<file path="src/rtl/conv_encoder_k_if.sv">
// Stream bundle for conv_encoder_k: bit input stream (s_*) and coded symbol stream (m_*).
// m_keep exists only when CONV_ENC_PUNCT_EN is defined.
interface conv_encoder_k_if #(
   parameter int N = 2
);
   logic         s_valid;
   logic         s_ready;
   logic         s_data;
   logic         s_last;
   logic         m_valid;
   logic         m_ready;
   logic [N-1:0] m_data;
   logic         m_last;
`ifdef CONV_ENC_PUNCT_EN
   logic [N-1:0] m_keep;

   // slave = encoder side, master = bit source / symbol sink side
   modport slave  (input  s_valid, s_data, s_last, m_ready,
                   output s_ready, m_valid, m_data, m_last, m_keep);
   modport master (output s_valid, s_data, s_last, m_ready,
                   input  s_ready, m_valid, m_data, m_last, m_keep);
`else
   modport slave  (input  s_valid, s_data, s_last, m_ready,
                   output s_ready, m_valid, m_data, m_last);
   modport master (output s_valid, s_data, s_last, m_ready,
                   input  s_ready, m_valid, m_data, m_last);
`endif
endinterface

</file>
<file path="src/rtl/conv_encoder_k.sv">
// Rate-1/N convolutional encoder, constraint length K, feed-forward or recursive systematic,
// with K-1 terminating tail symbols per frame. Define CONV_ENC_PUNCT_EN for the m_keep mask.
module conv_encoder_k #(
   parameter int              K   = 4,
   parameter int              N   = 2,
   parameter logic [N*K-1:0]  G   = 8'b1101_1111,
   parameter bit              RSC = 1'b0,
   parameter logic [K-1:0]    FB  = 4'b1011
`ifdef CONV_ENC_PUNCT_EN
   ,
   parameter int                   PUNCT_P   = 2,
   parameter logic [N*PUNCT_P-1:0] PUNCT_PAT = 4'b0111
`endif
) (
   input  logic            clk,
   input  logic            rst_n,
   conv_encoder_k_if.slave bus
);

   generate
      if (K < 3 || K > 9 || N < 2 || N > 4) begin : g_bad_param
         $error("conv_encoder_k: K must be 3..9 and N must be 2..4");
      end
   endgenerate

   typedef enum logic [1:0] {
      ST_IDLE = 2'd0,
      ST_RUN  = 2'd1,
      ST_TAIL = 2'd2
   } state_e;

   state_e       state_q, state_d;
   logic [K-2:0] sr_q, sr_d;
   logic [N-1:0] data_q, data_d;
   logic         valid_q, valid_d;
   logic         last_q, last_d;
   logic [3:0]   cnt_q, cnt_d;

   logic         space_s;
   logic         load_s;
   logic         fb_s;
   logic         in_s;
   logic         u_s;
   logic [K-1:0] w_s;
   logic [N-1:0] sym_s;

   // Symbol computation and next-state logic
   always_comb begin
      space_s = !valid_q || bus.m_ready;
      load_s  = space_s && ((state_q == ST_TAIL) || bus.s_valid);
      fb_s    = RSC ? ^(FB[K-2:0] & sr_q) : 1'b0;
      // In the tail the input bit cancels the feedback, so zeros enter the register
      if (state_q == ST_TAIL) begin
         in_s = fb_s;
      end else begin
         in_s = bus.s_data;
      end
      u_s      = in_s ^ fb_s;
      w_s      = {u_s, sr_q};
      sym_s[0] = RSC ? in_s : ^(G[K-1:0] & w_s);
      for (int i = 1; i < N; i++) begin
         sym_s[i] = ^(G[i*K +: K] & w_s);
      end

      state_d = state_q;
      sr_d    = sr_q;
      data_d  = data_q;
      valid_d = valid_q;
      last_d  = last_q;
      cnt_d   = cnt_q;
      if (load_s) begin
         sr_d    = {u_s, sr_q[K-2:1]};
         data_d  = sym_s;
         valid_d = 1'b1;
         last_d  = 1'b0;
         case (state_q)
            ST_IDLE, ST_RUN: begin
               state_d = bus.s_last ? ST_TAIL : ST_RUN;
            end
            ST_TAIL: begin
               if (cnt_q == 4'(K-2)) begin
                  state_d = ST_IDLE;
                  cnt_d   = 4'd0;
                  last_d  = 1'b1;
               end else begin
                  cnt_d = cnt_q + 4'd1;
               end
            end
            default: begin
               state_d = ST_IDLE;
            end
         endcase
      end else if (bus.m_ready) begin
         valid_d = 1'b0;
      end else begin
         valid_d = valid_q;
      end
   end

   // State, shift register and output register
   always_ff @(posedge clk or negedge rst_n) begin
      if (!rst_n) begin
         state_q <= ST_IDLE;
         sr_q    <= '0;
         data_q  <= '0;
         valid_q <= 1'b0;
         last_q  <= 1'b0;
         cnt_q   <= 4'd0;
      end else begin
         state_q <= state_d;
         sr_q    <= sr_d;
         data_q  <= data_d;
         valid_q <= valid_d;
         last_q  <= last_d;
         cnt_q   <= cnt_d;
      end
   end

   assign bus.s_ready = (state_q != ST_TAIL) && space_s;
   assign bus.m_valid = valid_q;
   assign bus.m_data  = data_q;
   assign bus.m_last  = last_q;

`ifdef CONV_ENC_PUNCT_EN
   logic [N-1:0] keep_q, keep_d;
   logic [7:0]   p_q, p_d;
   logic [7:0]   p_use_s;

   // Puncture phase restarts with each frame's first data symbol; tail symbols keep all bits
   always_comb begin
      keep_d  = keep_q;
      p_d     = p_q;
      p_use_s = (state_q == ST_IDLE) ? 8'd0 : p_q;
      if (load_s) begin
         if (state_q == ST_TAIL) begin
            keep_d = {N{1'b1}};
         end else begin
            keep_d = PUNCT_PAT[int'(p_use_s)*N +: N];
            p_d    = (int'(p_use_s) + 1 >= PUNCT_P) ? 8'd0 : p_use_s + 8'd1;
         end
      end else begin
         keep_d = keep_q;
      end
   end

   // Keep mask and puncture phase registers
   always_ff @(posedge clk or negedge rst_n) begin
      if (!rst_n) begin
         keep_q <= '0;
         p_q    <= 8'd0;
      end else begin
         keep_q <= keep_d;
         p_q    <= p_d;
      end
   end

   assign bus.m_keep = keep_q;
`endif

endmodule
</file>
<file path="src/flat_wrapper.sv">
// flat-port wrapper written by rule: the top's interface ports become plain ports
module conv_encoder_k_flat 
#(
   parameter int              K   = 4,
   parameter int              N   = 2,
   parameter logic [N*K-1:0]  G   = 8'b1101_1111,
   parameter bit              RSC = 1'b0,
   parameter logic [K-1:0]    FB  = 4'b1011

)
  (clk, rst_n, bus_s_valid, bus_s_data, bus_s_last, bus_m_ready, bus_s_ready, bus_m_valid, bus_m_data, bus_m_last);
  conv_encoder_k_if #(.N(N)) bus_i ();
  input  logic clk;
  input  logic rst_n;
  input wire logic [$bits(bus_i.s_valid)-1:0] bus_s_valid;
  input wire logic [$bits(bus_i.s_data)-1:0] bus_s_data;
  input wire logic [$bits(bus_i.s_last)-1:0] bus_s_last;
  input wire logic [$bits(bus_i.m_ready)-1:0] bus_m_ready;
  output wire logic [$bits(bus_i.s_ready)-1:0] bus_s_ready;
  output wire logic [$bits(bus_i.m_valid)-1:0] bus_m_valid;
  output wire logic [$bits(bus_i.m_data)-1:0] bus_m_data;
  output wire logic [$bits(bus_i.m_last)-1:0] bus_m_last;
  assign bus_i.s_valid = bus_s_valid;
  assign bus_i.s_data = bus_s_data;
  assign bus_i.s_last = bus_s_last;
  assign bus_i.m_ready = bus_m_ready;
  assign bus_s_ready = bus_i.s_ready;
  assign bus_m_valid = bus_i.m_valid;
  assign bus_m_data = bus_i.m_data;
  assign bus_m_last = bus_i.m_last;
  conv_encoder_k #(.K(K), .N(N), .G(G), .RSC(RSC), .FB(FB)) u_core (.clk(clk), .rst_n(rst_n), .bus(bus_i));
endmodule
</file>
<file path="config.mk">
export PLATFORM = sky130hd
export DESIGN_NAME = conv_encoder_k_flat
export DESIGN_NICKNAME = d
export VERILOG_FILES = /design/src/rtl/conv_encoder_k_if.sv /design/src/rtl/conv_encoder_k.sv /design/src/flat_wrapper.sv
export SDC_FILE = /design/constraint.sdc
export NUM_CORES = 1
export LEC_CHECK = 0
export BUFFER_PORTS_ARGS = -buffer_cell sky130_fd_sc_hd__buf_2
export CAP_MARGIN = 40
export CORE_MARGIN = 2
export CORE_UTILIZATION = 48
export CTS_CLUSTER_SIZE = 12
export DETAILED_ROUTE_END_ITERATION = 7
export GPL_TIMING_DRIVEN = 0
export PLACE_DENSITY = 0.68
export SYNTH_ARGS = -nofsm -noshare
export SYNTH_HDL_FRONTEND = slang
export SYNTH_SLANG_ARGS = --single-unit
</file>
<file path="constraint.sdc">
create_clock -name clk -period 2.4 [get_ports clk]
set_clock_uncertainty 0.2 [all_clocks]
set_input_delay 0.12 -clock clk [delete_from_list [all_inputs] [get_ports clk]]
set_output_delay 0.12 -clock clk [all_outputs]
set_load 0.03 [all_outputs]
</file>
======== Word level (Yosys, flattened, before mapping) ========
Index checks and enable logic that the tools add are counted.
word-level totals
  bits in registers ....................... 13
  output and inout port bits .............. 5
  word-level logic and storage cells ...... 33
operators by class
  add/subtract/negate cells ............... 1
  equal/unequal tests ..................... 5
  mux-type cells .......................... 9
  reduce and logical (&&, ||, !) cells .... 12
operators by type and width
  cell                                            number
  parity 4 bit                                    2
  2-to-1 mux 1 bit                                5
  adder 4 x 1 -> 4 bit (second input constant)    1
  == test 4 x 2 -> 1 bit (second input constant)  1
  2-to-1 mux 2 bit                                2
  2-to-1 mux 4 bit                                1
  != test 2 bit (second input constant)           2
  one-hot mux 2 bit (2 select lines)              1
  AND reduction 2 bit                             2
  == test 2 x 1 -> 1 bit (second input constant)  1
  == test 2 bit (second input constant)           1
  logical AND 1 bit                               2
  zero test 2 bit                                 1
  logical OR 1 bit                                2
  nonzero test 2 bit                              1
  OR reduction 2 bit                              1
  zero test 1 bit                                 1

======== Logic depth before layout (Yosys ltp) ========
Gate-level depths: netlist of the first run.
  depth after elaboration ................. 4
  depth in mapped cells ................... 4
  mapped depth without buffers ............ 4

======== Worst setup path before layout of the first run ========
Ideal clock, no wire load.
  path kind ............................... reg-to-reg
  start ................................... register u_core.valid_q (netlist: u_core.bus.m_valid)
  end ..................................... register u_core.state_q[0]
  setup time .............................. 128 ps
  arrival ................................. 1373 ps
  data required time ...................... 2072 ps
  setup slack ............................. 699 ps
  cell stages (with the launch flop) ...... 5
  buffers on the path ..................... 0
  clock period less this slack ............ 1701 ps
  cell sequence ........................... dfrtp_1 -> or2b_4 -> nand2_4 -> o31ai_4 -> mux2_1
between the ends
  cells in the longest elaborated chain, start to end .. 4
ends and longest elaborated chain
  item                           RTL line               source
  start: declaration             conv_encoder_k.sv:35   logic valid_q, valid_d;
  start signal: assignment       conv_encoder_k.sv:113  valid_q <= valid_d;
  zero test 1 bit                conv_encoder_k.sv:49   space_s = !valid_q || bus.m_ready;
  logical OR 1 bit               conv_encoder_k.sv:49
  logical AND 1 bit              conv_encoder_k.sv:50   load_s = space_s && ((state_q == ST_TAIL) || bus.s_valid);
  AND reduction 2 bit (no line)  -
  end signal: assignment         conv_encoder_k.sv:110  state_q <= state_d;
  end: declaration               conv_encoder_k.sv:32   state_e state_q, state_d;
Every way passes these cells.
A chain may end at the register's enable or synchronous reset.

======== Final worst setup path of the first run ========
  start ................................... register u_core.state_q[0]
  end ..................................... register u_core.sr_q[2]
between the ends
  cells in the longest elaborated chain, start to end .. 3
ends and longest elaborated chain
  item                    RTL line                                    source
  == test 2 bit (*)       conv_encoder_k.sv:50, conv_encoder_k.sv:53
  logical OR 1 bit        conv_encoder_k.sv:50
  logical AND 1 bit       conv_encoder_k.sv:50
  end signal: assignment  conv_encoder_k.sv:111                       sr_q <= sr_d;
  end: declaration        conv_encoder_k.sv:33                        logic [K-2:0] sr_q, sr_d;
Every way passes the cells marked *; elsewhere a longest branch is shown, timed or not.

==> results of run 1 <==
per-layer routing:
| metal | vias to the layer above | part of all wire [%] | global-route usage, % |
|---|---|---|---|
| met1 | 212 | 44 | 17.0 |
| met4 | 0 | 1.7 | 7.50 |
| met3 | 4 | 2.9 | 4.89 |
| met5 | - | 0 | 0 |
| li1 | 226 | - | - |
| met2 | 8 | 51 | 30.2 |
cells in the mapped netlist, drive strengths merged:
cell,number
dfrtp,13
nand2,9
o21ai,6
nor2,5
mux2,4
xnor2,4
and2b,2
nand3,2
o31ai,2
a32o,1
clkbuf,1
nand2b,1
nand4,1
nor2b,1
or2b,1
or3,1
xnor3,1
cells by family after synthesis:
family / count (synthesis) / synth area share [%]
AND/OR/NAND/NOR: 23 / 19.5
flip-flops: 13 / 50.3
AO/OA/AOI/OAI: 9 / 12.4
XOR/XNOR: 5 / 10.1
multiplexers: 4 / 6.96
buffers and inverters: 1 / 0.773
power by group through the flow:
stage	Sequential [mW]	Combinational, mW	Clock [mW]
global route	0.386	0.523	0.148
finish	0.372	0.480	0.134
detailed placement	0.377	0.468	0
CTS	0.372	0.482	0.139
floorplan	0.415	0.330	0
global placement	0.373	0.452	0
repair_timing:
action,4_1_cts,5_1_grt
gates resized for setup,0,0
endpoints found under the hold margin,17,0
hold buffers,5,0
how the worst min path moves through the flow:
stage	start	endpoint	slack, ps	depth (start not counted)
6_report	rst_n	u_core.sr_q[2]$_DFFE_PN0P_	50	2
3_5_place_dp	rst_n	u_core.sr_q[2]$_DFFE_PN0P_	-180	1
4_1_cts	rst_n	u_core.sr_q[2]$_DFFE_PN0P_	50	2
2_1_floorplan	rst_n	u_core.bus.m_data[0]$_DFFE_PN0P_	-380	0
5_1_grt	rst_n	u_core.sr_q[2]$_DFFE_PN0P_	90	2
3_3_place_gp	rst_n	u_core.sr_q[0]$_DFFE_PN0P_	-180	1
sequential cells by signal, summed over array words and instances, names as in the netlist:
signal and cells:
u_core.bus.m_valid 1, u_core.cnt_q 4, u_core.sr_q 3, u_core.state_q 2, u_core.bus.m_data 2, u_core.bus.m_last 1
critical path: cells and delay by family, from the launching register on:
kind                   cells  cell delay (ps)
AO/OA/AOI/OAI              1              260
flip-flops                 1              380
buffers and inverters      1              550
AND/OR/NAND/NOR            2              380
layout by cell type, fill, tap and decap left out, types with 2 or more instances in the layout:
cell	n
o21ai_0	4
clkbuf_4	3
buf_2	10
mux2_2	2
mux2_1	2
dlygate4sd3_1	5
nor2_1	5
nand3_1	2
nand2_1	8
xnor2_1	3
dfrtp_1	13
stage by stage:
step                      cells  setup WS (ps)  hold slack [ps]  power (mW)  utilization [%]
after floorplan              55            699             -376       0.744                -
after global placement       80            751             -181       0.825             55.7
after detailed placement     80            748             -180       0.844             55.7
after CTS                    89            551             52.9       0.993             61.6
after global routing         89            470             90.8        1.06             61.6
final                        89            530             53.7       0.986             61.6
area by class of cell:
class | instances | area (um^2) | area share (%)
sequential | 13 | 325 | 41.1
multi-input combinational | 41 | 317 | 40.0
tap | 15 | 18.8 | 2.37
timing repair buffer | 15 | 100 | 12.6
buffer | 1 | 5.00 | 0.632
clock buffer | 4 | 26.3 | 3.32
==> results.sh, run 1 <==
export IMPL_pwr_share_clk_pct=13.6
export IMPL_r2r_end="u_core.sr_q[2]$_DFFE_PN0P_"
export IMPL_cp_end_kind="flip-flop"
export IMPL_grt_max_degree=14
export IMPL_drt_total_wl_um=1100
export IMPL_syn_inst=55
export IMPL_p_sw_share_pct=39.1
export IMPL_ys_warn_count=0
export IMPL_p_leak_nw=0.368
export IMPL_cp_start_kind="flip-flop"
export IMPL_finalCritPeriodShare_pct=77.9
export IMPL_regToRegStartpoint="u_core.state_q[0]$_DFFE_PN0P_"
export IMPL_post_cts_buffers=0
export IMPL_p_int_mw=0.601
export IMPL_yosysUniqueCellTypes=24
export IMPL_coreArea_mm2=0.00128
export IMPL_htreeDepth=1
export IMPL_design_die_area_mm2=0.00166
export IMPL_drive_gt1_share_pct=32.4
export IMPL_power_density_mw_per_mm2=1240
export IMPL_cts_tree="yes"
export IMPL_antenna_found_initial=0
export IMPL_io_pins=11
export IMPL_worstMarginPinSlew_ps=296
export IMPL_place_gp_congestion=0.728
export IMPL_setup_tns_ps=0
export IMPL_rsz0062_at_grt="no"
export IMPL_ant_nets=0
export IMPL_layout_min_cycle_time_ps=1870
export IMPL_fmax_ghz=0.535
export IMPL_drc=0
export IMPL_vias=450
export IMPL_synth_top_area_share_pct=50.3
export IMPL_min_path_type="input pin to asynchronous set/reset pin"
export IMPL_core_rowCount=13
export IMPL_area_growth_pct=22.4
export IMPL_hold_viol=0
export IMPL_n_fill_cell=111
export IMPL_avgSynthCellArea_um2=11.8
export IMPL_overflow=0
export IMPL_critical_path_max_stage_delay_ps=550
export IMPL_clk_latency_ps=270
export IMPL_ff2ff_setup_slack_ps=530
export IMPL_synthTopCellsByArea="dfrtp_1 (50%), nand2_1 (4.6%), xnor2_1 (4.1%), mux2_1 (3.5%), mux2_2 (3.5%)"
export IMPL_syn_area_um2=647
export IMPL_dieHeight_um=40.7
export IMPL_fin_area_um2=792
export IMPL_viasPerCell=5.06
export IMPL_fp_dieW_um=40.7
export IMPL_final_setup_viol_count=0
export IMPL_drv_slew=0
export IMPL_portBuffers=10
export IMPL_combPwrFrac_pct=48.7
export IMPL_grt_pass1_wl_um=1700
export IMPL_first_pass_iters=2
export IMPL_clock_tree_root_cell="clkbuf_4"
export IMPL_syn_nets=61
export IMPL_numCtsBuffers=3
export IMPL_first_global_vias=430
export IMPL_clkSinkCount=13
export IMPL_ir_drop_v=0.000565
export IMPL_first_iter_violations=3
export IMPL_crit_slowest_cell="dlygate4sd3_1"
export IMPL_outcome="finished clean"
export IMPL_initial_core_util_pct=50.3
export IMPL_yosysSeqAreaShare_pct=50.3
export IMPL_crit_start="u_core.state_q[0]$_DFFE_PN0P_"
export IMPL_crit_type="flip-flop to flip-flop"
export IMPL_nNetsFinal=81
export IMPL_power_switching_mw=0.385
export IMPL_cp_data_required_time_ps=2360
export IMPL_ys_ff_latch=13
export IMPL_routedWlPerCell_um=12.4
export IMPL_crit_chain="and2b_4, nor2_1, a32o_1, dlygate4sd3_1"
export IMPL_endpoint="u_core.sr_q[2]$_DFFE_PN0P_"
export IMPL_r2r_cells=4
export IMPL_track_usage_pct=16.5
export IMPL_pwr_share_seq_pct=37.7
export IMPL_cp_arrival_ps=1830
export IMPL_diodes=0
export IMPL_post_dp_cell_area_um2=716
export IMPL_dp_hpwl_um=770
export IMPL_cap_violations=0
export IMPL_path_clk_slew_ps=80
export IMPL_cp_max_fo=4
export IMPL_yosys_area_top_type="dfrtp_1"
export IMPL_maxSlewHeadroom_pct=80.2
export IMPL_clk_path_buf_depth=2
(Power assumes the default switching activity.)
==> inputs of run 2 (changes only) <==
--- a/config.mk
+++ b/config.mk
@@ -8,7 +8,7 @@
 export BUFFER_PORTS_ARGS = -buffer_cell sky130_fd_sc_hd__buf_2
 export CAP_MARGIN = 40
 export CORE_MARGIN = 2
-export CORE_UTILIZATION = 48
+export CORE_UTILIZATION = 46
 export CTS_CLUSTER_SIZE = 12
 export DETAILED_ROUTE_END_ITERATION = 7
 export GPL_TIMING_DRIVEN = 0
==> constraint.sdc (replaced) <==
create_clock -name clk -period 1.65 [get_ports clk]
set_clock_uncertainty 0.2 [all_clocks]
set_input_delay 0.0825 -clock clk [delete_from_list [all_inputs] [get_ports clk]]
set_output_delay 0.0825 -clock clk [all_outputs]
set_load 0.03 [all_outputs]
==> run 2 against run 1 <==
Combinational power is 52% higher. Non-clock buffer count stayed put. Largest power group unchanged. Register-to-register slack worse by 530 ps. Sequential share of layout area is 0.55 points lower. Worst setup slack worse by 530 ps. Clock-buffer cell count stayed put. Cell area is 1.7% higher. Routed wire length is 8.0% higher. Critical path type unchanged. Sequential power is 47% higher.
==> results.sh, run 2 (synthesis results as in run 1) <==
export IMPL_design_die_area_mm2=0.00172
export IMPL_drc=0
export IMPL_pwr_share_clk_pct=13.4
export IMPL_crit_chain="and2b_4, nand2_4, o31ai_4, mux2_4"
export IMPL_p_sw_share_pct=38.8
export IMPL_worstMarginPinSlew_ps=298
export IMPL_critical_path_max_stage_delay_ps=390
export IMPL_outcome="finished clean"
export IMPL_ir_drop_v=0.000844
export IMPL_fp_dieW_um=41.5
export IMPL_io_pins=11
export IMPL_diodes=0
export IMPL_nNetsFinal=81
export IMPL_combPwrFrac_pct=49.4
export IMPL_fin_area_um2=806
export IMPL_finalCritPeriodShare_pct=99.8
export IMPL_setup_tns_ps=0
export IMPL_first_iter_violations=2
export IMPL_grt_max_degree=14
export IMPL_cp_data_required_time_ps=1610
export IMPL_area_growth_pct=24.6
export IMPL_layout_min_cycle_time_ps=1650
export IMPL_first_global_vias=500
export IMPL_largest_reg_flops=4
export IMPL_cap_violations=0
export IMPL_cp_arrival_ps=1610
export IMPL_vias=466
export IMPL_hold_viol=0
export IMPL_ant_nets=0
export IMPL_cp_top_family="flip-flops"
export IMPL_dp_hpwl_um=812
export IMPL_mostFrequentLayoutCells="dfrtp_1 (12), buf_2 (9), nand2_1 (7)"
export IMPL_maxSlewHeadroom_pct=80.1
export IMPL_layout_commonest_cell="dfrtp_1"
export IMPL_power_density_mw_per_mm2=1830
export IMPL_cp_end_kind="flip-flop"
export IMPL_min_path_type="input pin to asynchronous set/reset pin"
export IMPL_viasPerCell=5.24
export IMPL_drive_gt1_share_pct=40.5
export IMPL_clock_tree_root_cell="clkbuf_4"
export IMPL_antenna_found_initial=0
export IMPL_cp_max_fo=4
export IMPL_p_int_mw=0.902
export IMPL_first_pass_iters=2
export IMPL_rsz0062_at_grt="yes"
export IMPL_cp_num_buf_inv=0
export IMPL_numCtsBuffers=3
export IMPL_htreeDepth=1
export IMPL_power_switching_mw=0.572
export IMPL_overflow=0
export IMPL_crit_type="flip-flop to flip-flop"
export IMPL_dieHeight_um=41.5
export IMPL_fmax_ghz=0.607
export IMPL_grt_pass1_wl_um=2140
export IMPL_clk_latency_ps=270
export IMPL_clkSinkCount=13
export IMPL_reg_top3="u_core.cnt_q x4, u_core.sr_q x3"
export IMPL_top_register="u_core.cnt_q"
export IMPL_drt_total_wl_um=1190
export IMPL_initial_core_util_pct=49.7
export IMPL_crit_slowest_cell="dfrtp_1"
export IMPL_path_clk_slew_ps=80
export IMPL_place_gp_congestion=0.666
export IMPL_track_usage_pct=16.4
export IMPL_clk_path_buf_depth=2
export IMPL_portBuffers=10
export IMPL_pwr_share_seq_pct=37.2
export IMPL_coreArea_mm2=0.00130
export IMPL_drv_slew=0
export IMPL_final_setup_viol_count=0
export IMPL_routedWlPerCell_um=13.3
export IMPL_p_leak_nw=0.373
export IMPL_cts_tree="yes"
export IMPL_cp_start_kind="flip-flop"
export IMPL_post_dp_cell_area_um2=721
export IMPL_core_rowCount=13
run 2: cell type report:
class / instances / area [um^2]
Clock buffer: 4 / 26.3
Tap cell: 15 / 18.8
Timing Repair Buffer: 15 / 100
Buffer: 1 / 5.00
Sequential cell: 13 / 327
Fill cell: 113 / 495
Multi-Input combinational cell: 41 / 329
run 2: power by group through the flow:
stage	combinational (mW)	clock (mW)	sequential [mW]
2_1_floorplan	0.492	0	0.605
3_3_place_gp	0.667	0	0.545
3_5_place_dp	0.679	0	0.552
4_1_cts	0.708	0.203	0.548
5_1_grt	0.792	0.221	0.566
6_report	0.728	0.197	0.548
run 2: through the flow:
| stage | std cells | util, % | worst slack [ps] | hold WS, ps | power [mW] |
|---|---|---|---|---|---|
| CTS | 88 | 60.8 | -0.254 | 24.3 | 1.46 |
| global route | 89 | 61.9 | -38.3 | 52.4 | 1.58 |
| floorplan | 55 | - | 18.0 | -413 | 1.10 |
| finish | 89 | 61.9 | 3.28 | 20.6 | 1.47 |
| detailed placement | 80 | 55.4 | 20.7 | -216 | 1.23 |
| global placement | 80 | 55.4 | 34.0 | -214 | 1.21 |
run 2: metal layers:
metal / up-vias / global-route usage, % / wire [um]
met5: - / 0 / 0
met4: 0 / 10.3 / 33
met3: 6 / 4.78 / 50
met2: 12 / 27.8 / 571
met1: 221 / 17.7 / 532
li1: 227 / - / -
run 2: worst paths after layout:
kind	endpoint	from	depth (start not counted)	slack (ps)
setup / recovery	u_core.state_q[1]$_DFFE_PN0P_	u_core.state_q[0]$_DFFE_PN0P_	4	3
hold / removal	u_core.bus.m_last$_DFFE_PN0P_	rst_n	2	20
setup reg to reg	u_core.state_q[1]$_DFFE_PN0P_	u_core.state_q[0]$_DFFE_PN0P_	4	3
hold reg to reg	u_core.cnt_q[3]$_DFFE_PN0P_	u_core.cnt_q[3]$_DFFE_PN0P_	1	280
max in group asynchronous	u_core.bus.m_valid$_DFFE_PN0P_	rst_n	2	990
min in group clk	u_core.bus.m_valid$_DFFE_PN0P_	bus_m_ready	3	130
run 2: repair_timing:
item,4_1_cts,5_1_grt
gates resized for setup,1,3
hold buffers,4,0
setup buffers,0,1
endpoints found under the hold margin,16,0
endpoints found under the setup margin,1,3
==> inputs of run 3 (changes only) <==
--- a/config.mk
+++ b/config.mk
@@ -5,14 +5,15 @@
 export SDC_FILE = /design/constraint.sdc
 export NUM_CORES = 1
 export LEC_CHECK = 0
+export ABC_AREA = 1
 export BUFFER_PORTS_ARGS = -buffer_cell sky130_fd_sc_hd__buf_2
 export CAP_MARGIN = 40
 export CORE_MARGIN = 2
-export CORE_UTILIZATION = 46
+export CORE_UTILIZATION = 47
 export CTS_CLUSTER_SIZE = 12
 export DETAILED_ROUTE_END_ITERATION = 7
 export GPL_TIMING_DRIVEN = 0
-export PLACE_DENSITY = 0.68
+export PLACE_DENSITY = 0.69
 export SYNTH_ARGS = -nofsm -noshare
 export SYNTH_HDL_FRONTEND = slang
 export SYNTH_SLANG_ARGS = --single-unit
==> run 3 against run 2 <==
Die area grew 4.2%. First-iteration DRC count grew to 5.5 times the previous value. Power shrank 1.3%. Combinational power shrank 8.0%. Clock power grew 4%. Largest cell class is now flip-flops and latches.
==> results.sh, run 3 <==
export IMPL_ant_nets=0
export IMPL_top_register="u_core.cnt_q"
export IMPL_cp_data_required_time_ps=1370
export IMPL_routedWlPerCell_um=10.5
export IMPL_fmax_ghz=0.693
export IMPL_dp_worst_setup_slack_ps=306
export IMPL_finalCritPeriodShare_pct=87.5
export IMPL_avgSynthCellArea_um2=8.34
export IMPL_drt_total_wl_um=1250
export IMPL_first_global_vias=546
export IMPL_layout_min_cycle_time_ps=1440
export IMPL_post_dp_cell_area_um2=761
export IMPL_synth_most_common_cell="nand2_1"
export IMPL_post_route_util_pct=63.9
export IMPL_drive_gt1_share_pct=26.9
export IMPL_cap_violations=0
export IMPL_drv_slew=0
export IMPL_antenna_found_initial=0
export IMPL_numCtsBuffers=3
export IMPL_path_clk_slew_ps=80
export IMPL_reg_top3="u_core.cnt_q x4, u_core.sr_q x3"
export IMPL_ys_ff_latch=13
export IMPL_design_die_area_mm2=0.00180
export IMPL_first_iter_violations=11
export IMPL_outcome="finished clean"
export IMPL_layout_commonest_cell="nand2_1"
export IMPL_holdWs_ps=5.71
export IMPL_first_pass_iters=4
export IMPL_regToRegStartpoint="u_core.cnt_q[3]$_DFFE_PN0P_"
export IMPL_syn_area_um2=692
export IMPL_cts_tree="yes"
export IMPL_largest_reg_flops=4
export IMPL_drc=0
export IMPL_overflow=0
export IMPL_clk_path_buf_depth=2
export IMPL_clkSinkCount=13
export IMPL_power_mw=1.45
export IMPL_dp_hpwl_um=919
export IMPL_yosys_area_top_type="dfrtp_1"
export IMPL_cp_arrival_ps=1160
export IMPL_yosysSeqAreaShare_pct=47.0
export IMPL_track_usage_pct=16.5
export IMPL_vias=593
export IMPL_final_setup_viol_count=0
export IMPL_initial_core_util_pct=51.9
export IMPL_synthFlopType="dfrtp_1"
export IMPL_p_leak_nw=0.432
export IMPL_cts_resized=0
export IMPL_diodes=0
export IMPL_synthArstFlopShare_pct=100
export IMPL_setup_tns_ps=0
export IMPL_r2r_cells=6
export IMPL_clock_tree_root_cell="clkbuf_4"
export IMPL_mostFrequentLayoutCells="nand2_1 (21), nand3_1 (14), dfrtp_1 (13)"
export IMPL_ys_warn_count=0
export IMPL_synthTopCellsByArea="dfrtp_1 (47%), nand2_1 (11%), nand3_1 (10%), inv_1 (6.0%), o21ai_2 (3.8%)"
export IMPL_syn_inst=83
export IMPL_place_gp_congestion=0.751
export IMPL_ff2ff_setup_slack_ps=290
export IMPL_ir_drop_v=0.000981
export IMPL_r2r_end="u_core.state_q[1]$_DFFE_PN0P_"
export IMPL_yosysUniqueCellTypes=20
export IMPL_viasPerCell=4.98
export IMPL_placed_cells=108
export IMPL_grt_pass1_wl_um=2190
export IMPL_cp_max_fo=6
export IMPL_power_density_mw_per_mm2=1710
export IMPL_ys_top_cells_by_count="nand2_1 (21), nand3_1 (14), dfrtp_1 (13)"
export IMPL_min_path_type="input pin to asynchronous set/reset pin"
export IMPL_worstMarginPinSlew_ps=281
export IMPL_grt_max_degree=14
export IMPL_core_rowCount=13
export IMPL_io_pins=11
export IMPL_fin_area_um2=852
export IMPL_htreeDepth=1
export IMPL_maxSlewHeadroom_pct=81.2
export IMPL_crit_type="flip-flop to primary output"
export IMPL_synth_top_area_share_pct=47.0
export IMPL_rsz0062_at_grt="no"
export IMPL_hold_viol=0
export IMPL_nNetsFinal=111
export IMPL_dieHeight_um=42.4
export IMPL_cp_end_kind="primary output"
export IMPL_portBuffers=10
export IMPL_fp_dieW_um=42.4
export IMPL_setup_ws_ps=207
export IMPL_synth_edf_count=0
export IMPL_clk_latency_ps=280
export IMPL_area_growth_pct=23.1
export IMPL_coreArea_mm2=0.00133
export IMPL_cp_start_kind="flip-flop"
export IMPL_syn_nets=89
export IMPL_stdcell_count=119
-- run 3: changes by cell type after synthesis, sizes merged, moves of 2 or more --
cell   delta
xnor2     -4
nand2    +14
mux2      -4
inv      +13
o31ai     -2
nand3    +12
and2b     -2
o21ai     +2
-- run 3: cell type report --
cell class              count  area [um^2]
clock buffers               4         26.3
fillers                   122          482
inverters                  13         48.8
multi-input cells          57          318
flip-flops and latches     13          325
well taps                  15         18.8
repair buffers             17          115
-- run 3: how the worst max path moves through the flow --
stage	startpoint	endpoint	slack (ps)	cells after the start
floorplan	u_core.bus.m_valid$_DFFE_PN0P_	u_core.cnt_q[2]$_DFFE_PN0P_	290	5
global placement	u_core.cnt_q[3]$_DFFE_PN0P_	u_core.state_q[0]$_DFFE_PN0P_	330	6
detailed placement	u_core.cnt_q[3]$_DFFE_PN0P_	u_core.state_q[1]$_DFFE_PN0P_	310	6
CTS	bus_m_ready	bus_s_ready	50	7
global route	u_core.state_q[1]$_DFFE_PN0P_	bus_s_ready	100	4
finish	u_core.state_q[0]$_DFFE_PN0P_	bus_s_ready	210	5
-- run 3: logic make-up after synthesis --
group | synth area share [%]
flops | 47.0
compound gates | 9.59
xor+xnor | 1.27
buf+inv | 7.05
simple gates | 35.1
-- run 3: critical path, stage by stage (launching register included) --
cell     delay, ps
dfrtp_1        390
inv_1           60
nand2_2        130
nand2_1         70
inv_1           40
buf_2          180
-- run 3: per-layer routing --
layer | routed length, um | share of wire (%) | global-route usage, % | vias to the layer above
met3 | 45 | 3.6 | 2.59 | 5
met5 | 0 | 0 | 0 | -
met4 | 34 | 2.7 | 11.3 | 0
li1 | - | - | - | 310
met2 | 594 | 48 | 26.8 | 10
met1 | 572 | 46 | 19.8 | 268
-- run 3: where the power goes --
group | internal [mW] | switching, mW
registers | 0.456 | 0.125
logic | 0.243 | 0.427
clock network | 0.0939 | 0.110
-- run 3: repair_timing --
item | in CTS | in global routing
hold buffers | 5 | 0
setup buffers | 0 | 2
endpoints found under the setup margin | 0 | 1
endpoints found under the hold margin | 17 | 0
